## config.mk

```make
export PLATFORM = sky130hd
export DESIGN_NAME = mem_arbiter
export DESIGN_NICKNAME = d
export VERILOG_FILES = /design/src/rtl/mem_arbiter.sv
export SDC_FILE = /design/constraint.sdc
export NUM_CORES = 1
export LEC_CHECK = 0
export CAP_MARGIN = 20
export CELL_PAD_IN_SITES_DETAIL_PLACEMENT = 1
export CELL_PAD_IN_SITES_GLOBAL_PLACEMENT = 1
export CORE_AREA = 5 5 202 204
export CTS_CLUSTER_DIAMETER = 60
export CTS_CLUSTER_SIZE = 14
export DETAILED_ROUTE_END_ITERATION = 10
export DIE_AREA = 0 0 207 209
export PLACE_DENSITY = 0.69
export SETUP_SLACK_MARGIN = 0.15
export SLEW_MARGIN = 15
export SYNTH_ARGS = -nofsm -noshare
export SYNTH_HDL_FRONTEND = slang
export SYNTH_SLANG_ARGS = --single-unit
```

## constraint.sdc

```tcl
create_clock -name clk -period 3.7 [get_ports clk]
set_input_delay 0.74 -clock clk [delete_from_list [all_inputs] [get_ports clk]]
set_output_delay 0.74 -clock clk [all_outputs]
set_load 0.05 [all_outputs]
```

## src/rtl/mem_arbiter.sv

```systemverilog
// mem_arbiter: shares the single banked line-memory port between the I-cache, D-cache and DMA.
// D wins I/D contention until I has been passed over STARVE_LIMIT times in a row.
module mem_arbiter #(
   parameter int LINE_BITS    = 64,
   parameter int STARVE_LIMIT = 3
) (
   input  logic                 clk,
   input  logic                 reset_n,
   input  logic                 i_readM,
   input  logic                 i_writeM,
   input  logic [15:0]          i_address,
   input  logic [LINE_BITS-1:0] i_wdata,
   output logic [LINE_BITS-1:0] i_rdata,
   output logic                 i_input_readyM,
   output logic                 i_doneM,
   input  logic                 d_readM,
   input  logic                 d_writeM,
   input  logic [15:0]          d_address,
   input  logic [LINE_BITS-1:0] d_wdata,
   output logic [LINE_BITS-1:0] d_rdata,
   output logic                 d_input_readyM,
   output logic                 d_doneM,
   input  logic                 dma_br,
   output logic                 dma_bg,
   input  logic                 dma_readM,
   input  logic                 dma_writeM,
   input  logic [15:0]          dma_address,
   input  logic [LINE_BITS-1:0] dma_wdata,
   output logic                 mem_readM,
   output logic                 mem_writeM,
   output logic [15:0]          mem_address,
   output logic [LINE_BITS-1:0] mem_wdata,
   input  logic [LINE_BITS-1:0] mem_rdata,
   input  logic                 mem_readyM,
   input  logic                 mem_input_readyM,
   input  logic                 mem_doneM
);
   typedef enum logic [1:0] {IDLE, ISSUE, WAIT, DMA} state_t;
   typedef enum logic [1:0] {NONE, OWN_I, OWN_D} owner_t;

   typedef struct packed {
      logic                 rd;
      logic                 wr;
      logic [15:0]          addr;
      logic [LINE_BITS-1:0] wdata;
   } req_t;

   localparam logic [2:0] LIMIT = 3'(STARVE_LIMIT);

   state_t     state;
   owner_t     owner;
   logic [2:0] starveCnt;
   req_t       memReq;
   req_t       iReq, dReq;
   logic       iPend, dPend, pickI;
   logic       inDma, iOwn, dOwn;

   // read+write together is a write
   assign iReq  = '{rd: i_readM & ~i_writeM, wr: i_writeM, addr: i_address, wdata: i_wdata};
   assign dReq  = '{rd: d_readM & ~d_writeM, wr: d_writeM, addr: d_address, wdata: d_wdata};
   assign iPend = i_readM | i_writeM;
   assign dPend = d_readM | d_writeM;
   assign pickI = iPend && (!dPend || starveCnt == LIMIT);

   always_ff @(posedge clk) begin
      if (!reset_n) begin
         state     <= IDLE;
         owner     <= NONE;
         starveCnt <= '0;
         memReq    <= '0;
         dma_bg    <= 1'b0;
      end else begin
         case (state)
            IDLE: begin
               if (dma_br) begin
                  state  <= DMA;
                  dma_bg <= 1'b1;
               end else if (iPend || dPend) begin
                  state <= ISSUE;
                  if (pickI) begin
                     owner     <= OWN_I;
                     memReq    <= iReq;
                     starveCnt <= '0;
                  end else begin
                     owner     <= OWN_D;
                     memReq    <= dReq;
                     starveCnt <= !iPend ? 3'd0 :
                                  (starveCnt == LIMIT) ? LIMIT : starveCnt + 3'd1;
                  end
               end
            end
            ISSUE: begin
               // address and data stay put; only the strobes drop once accepted
               if (mem_readyM) begin
                  state     <= WAIT;
                  memReq.rd <= 1'b0;
                  memReq.wr <= 1'b0;
               end
            end
            WAIT: begin
               if (mem_doneM) begin
                  state <= IDLE;
                  owner <= NONE;
               end
            end
            DMA: begin
               if (!dma_br) begin
                  state  <= IDLE;
                  dma_bg <= 1'b0;
               end
            end
            default: state <= IDLE;
         endcase
      end
   end

   assign inDma = (state == DMA);
   assign iOwn  = (state == WAIT) && (owner == OWN_I);
   assign dOwn  = (state == WAIT) && (owner == OWN_D);

   assign mem_readM   = inDma ? dma_readM   : memReq.rd;
   assign mem_writeM  = inDma ? dma_writeM  : memReq.wr;
   assign mem_address = inDma ? dma_address : memReq.addr;
   assign mem_wdata   = inDma ? dma_wdata   : memReq.wdata;

   assign i_rdata        = iOwn ? mem_rdata : '0;
   assign i_input_readyM = iOwn & mem_input_readyM;
   assign i_doneM        = iOwn & mem_doneM;
   assign d_rdata        = dOwn ? mem_rdata : '0;
   assign d_input_readyM = dOwn & mem_input_readyM;
   assign d_doneM        = dOwn & mem_doneM;
endmodule

```

==> results.toml <==
[outcome]
status = "complete, no violations"

[route]
drc = 0
drt-pass1-iter-count = 4
first_iter_violations = 225
vias_per_cell = 4.13
vias = 7294
drt_wl_total_um = 35600
ant_nets = 0
post_drt_wl_per_cell_um = 20.2

[layout]
final_nets = 1553
area_delta_synth_final_pct = 98.2
drive_gt1_share_pct = 20.6
fillers = 4644
stdcell_area_um2 = 12200

[global_routing]
grt_antenna_before_repair = 8
grtUsageMet1_pct = 18.1
grt-ovfl-total = 0
grt_pass1_vias = 7964
met3_usage_pct = 6.17
grt_max_degree = 66
grt_pass1_wl_um = 51700
busiest_layer = "met2"
grt.total_usage_pct = 15.4
grtUsageMet2_pct = 26.8

[clock_network]
htreeDepth = 3
cts_buffer_depth = 2
numCtsBuffers = 9
clock-sinks = 90
cts_resized = 0
clk_pin_slew_ps = 80
post-cts-setup-buffers = 0
cts-root-buf = "clkbuf_16"
clock_latency_ps = 360
cts_tree = "yes"
postCtsHoldBufs = 0

[logic_synthesis]
syn-num-nets = 1065
ys_types = 35
synth_warnings = 0
synth_seq_cells = 90
yosysSeqAreaShare_pct = 29.2
synthCells = 748
synth_area_per_cell_um2 = 8.24
synth_area_um2 = 6170

[sta]
finClkSkew_ps = 9.56
timing.fmax_mhz = 295
drv_slew = 0
fin_crit_sh_pct = 91.6
fin_tns_setup_ps = 0
setup_viol = 0
worst_slew_pin_slew_ps = 887
slew_headroom_pct = 40.9
min_period_ps = 3390
rsz0062_at_grt = "false"
hold_viol_final = 0
hold-worst-slack_ps = 495

[floorplan]
die_area_um2 = 43300
die_w_um = 207
start_util_pct = 15.8
rows = 73
core_um2 = 39100
die_y_um = 209
boundaryPins = 531

[pwr]
ir_drop_v = 0.000205
pwr-share-clk_pct = 25.2
power_mw = 3.95
pwr_density_cell_nw_per_um2 = 323
internal_power_mw = 2.40
p_leak_nw = 4.67
pwr-share-comb_pct = 45.8
switching_share_pct = 39.2
pwr-share-seq_pct = 29.0
power.switching_mw = 1.55

[worst_setup_path]
critPathRequiredTime_ps = 2960
start_kind = "flip-flop"
endpoint_kind = "primary output"
cp.arrival_ps = 2650
crit_type = "reg -> out"
crit_fanout = 48

[run]
maxCapViolCount = 0

[place]
place_area_um2 = 11900
dpl.hpwl_um = 28700
finalWeightedCongestion = 0.819
io_buffers = 530

[hold_path]
hold_class = "reg -> reg"
-- cell type report --
class / instances / area, µm² / share of cell area, %
Timing Repair Buffer: 546 / 5450 / 44.6
Antenna cell: 1 / 2.50 / 0.0205
Inverter: 2 / 7.51 / 0.0614
Clock inverter: 7 / 76.3 / 0.625
Tap cell: 525 / 657 / 5.38
Clock buffer: 9 / 225 / 1.84
Multi-Input combinational cell: 587 / 4000 / 32.7
Sequential cell: 90 / 1800 / 14.7
-- worst max-delay path, stage by stage, from the launching register on --
cell and delay, ps:
dfxtp_1 560, nand2_4 290, buf_12 280, mux2_2 280, clkdlybuf4s50_1 820
-- registers in the layout, summed over array words and instances (netlist names) --
register	flops
memReq	82
starveCnt	3
owner	2
state	2
dma_bg	1
-- power groups by stage --
stage	clock network (mW)	registers (mW)	logic [mW]
final	0.993	1.15	1.81
after floorplan	0	1.14	1.07
after global placement	0	1.17	1.80
after detailed placement	0	1.17	1.83
after global routing	1.08	1.16	1.91
after CTS	1.05	1.15	1.84
-- routing by layer --
layer  part of all wire (%)  routed length, µm
met1                     42              14800
met2                     49              17500
met3                    8.0               2840
met4                    1.1                405
met5                   0.19                 69
-- logic make-up after synthesis --
kind of cell             count (synthesis)  share of synthesized area [%]
buffers and inverters                   71                           6.66
adder cells (fa/ha/maj)                  1                          0.203
flip-flops                              90                           29.2
AND/OR/NAND/NOR                        243                           20.7
AO/OA/AOI/OAI                          261                           28.2
multiplexers                            82                           15.0
-- cells in the mapped netlist (all sizes together) --
library cell | n | share of area, %
nand2 | 87 | 5.3
or3 | 1 | 0.18
and3 | 2 | 0.20
o21ai | 83 | 6.7
nor2 | 9 | 0.55
nor2b | 4 | 0.41
a32oi | 1 | 0.14
a21boi | 3 | 0.37
nand3 | 3 | 0.24
o31ai | 1 | 0.12
a21oi | 162 | 19
o32a | 1 | 0.16
nor3 | 3 | 0.24
o22ai | 1 | 0.20
o22a | 1 | 0.14
nand2b | 3 | 0.30
and2 | 131 | 13
a211oi | 1 | 0.12
o2bb2ai | 1 | 0.14
dfxtp | 90 | 29
inv | 2 | 0.12
a211o | 1 | 0.14
mux2 | 82 | 15
buf | 33 | 4.3
a21o | 1 | 0.12
a22oi | 1 | 0.12
ha | 1 | 0.20
o211ai | 2 | 0.24
a32o | 1 | 0.16
clkbuf | 36 | 2.2
-- final timing paths --
path	start	end	slack (ps)	cells after the start
setup reg to reg	state[1]	memReq[38]	1510	5
setup / recovery	state[0]	mem_wdata[46]	310	4
hold reg to reg	owner[1]	owner[1]	500	2
hold / removal	owner[1]	owner[1]	500	2
-- through the flow --
| stage | instances | util (%) | setup WS, ps |
|---|---|---|---|
| 6_report | 1767 | 31.3 | 309 |
| 5_1_grt | 1766 | 31.3 | 173 |
| 4_1_cts | 1766 | 31.3 | 256 |
| 3_5_place_dp | 1750 | 30.5 | 489 |
| 3_3_place_gp | 1750 | 30.5 | 436 |
| 2_1_floorplan | 748 | - | 1380 |
-- placed cells by master, fill, tap and decap left out, types with 33 or more instances in the layout --
cell	n
buf_4	41
o21ai_0	33
nand2_1	86
clkdlybuf4s50_1	496
o21ai_1	50
mux2_2	82
a21oi_2	100
dfxtp_1	90
and2_1	131
a21oi_1	61
Power figures use the tool's default switching activity.
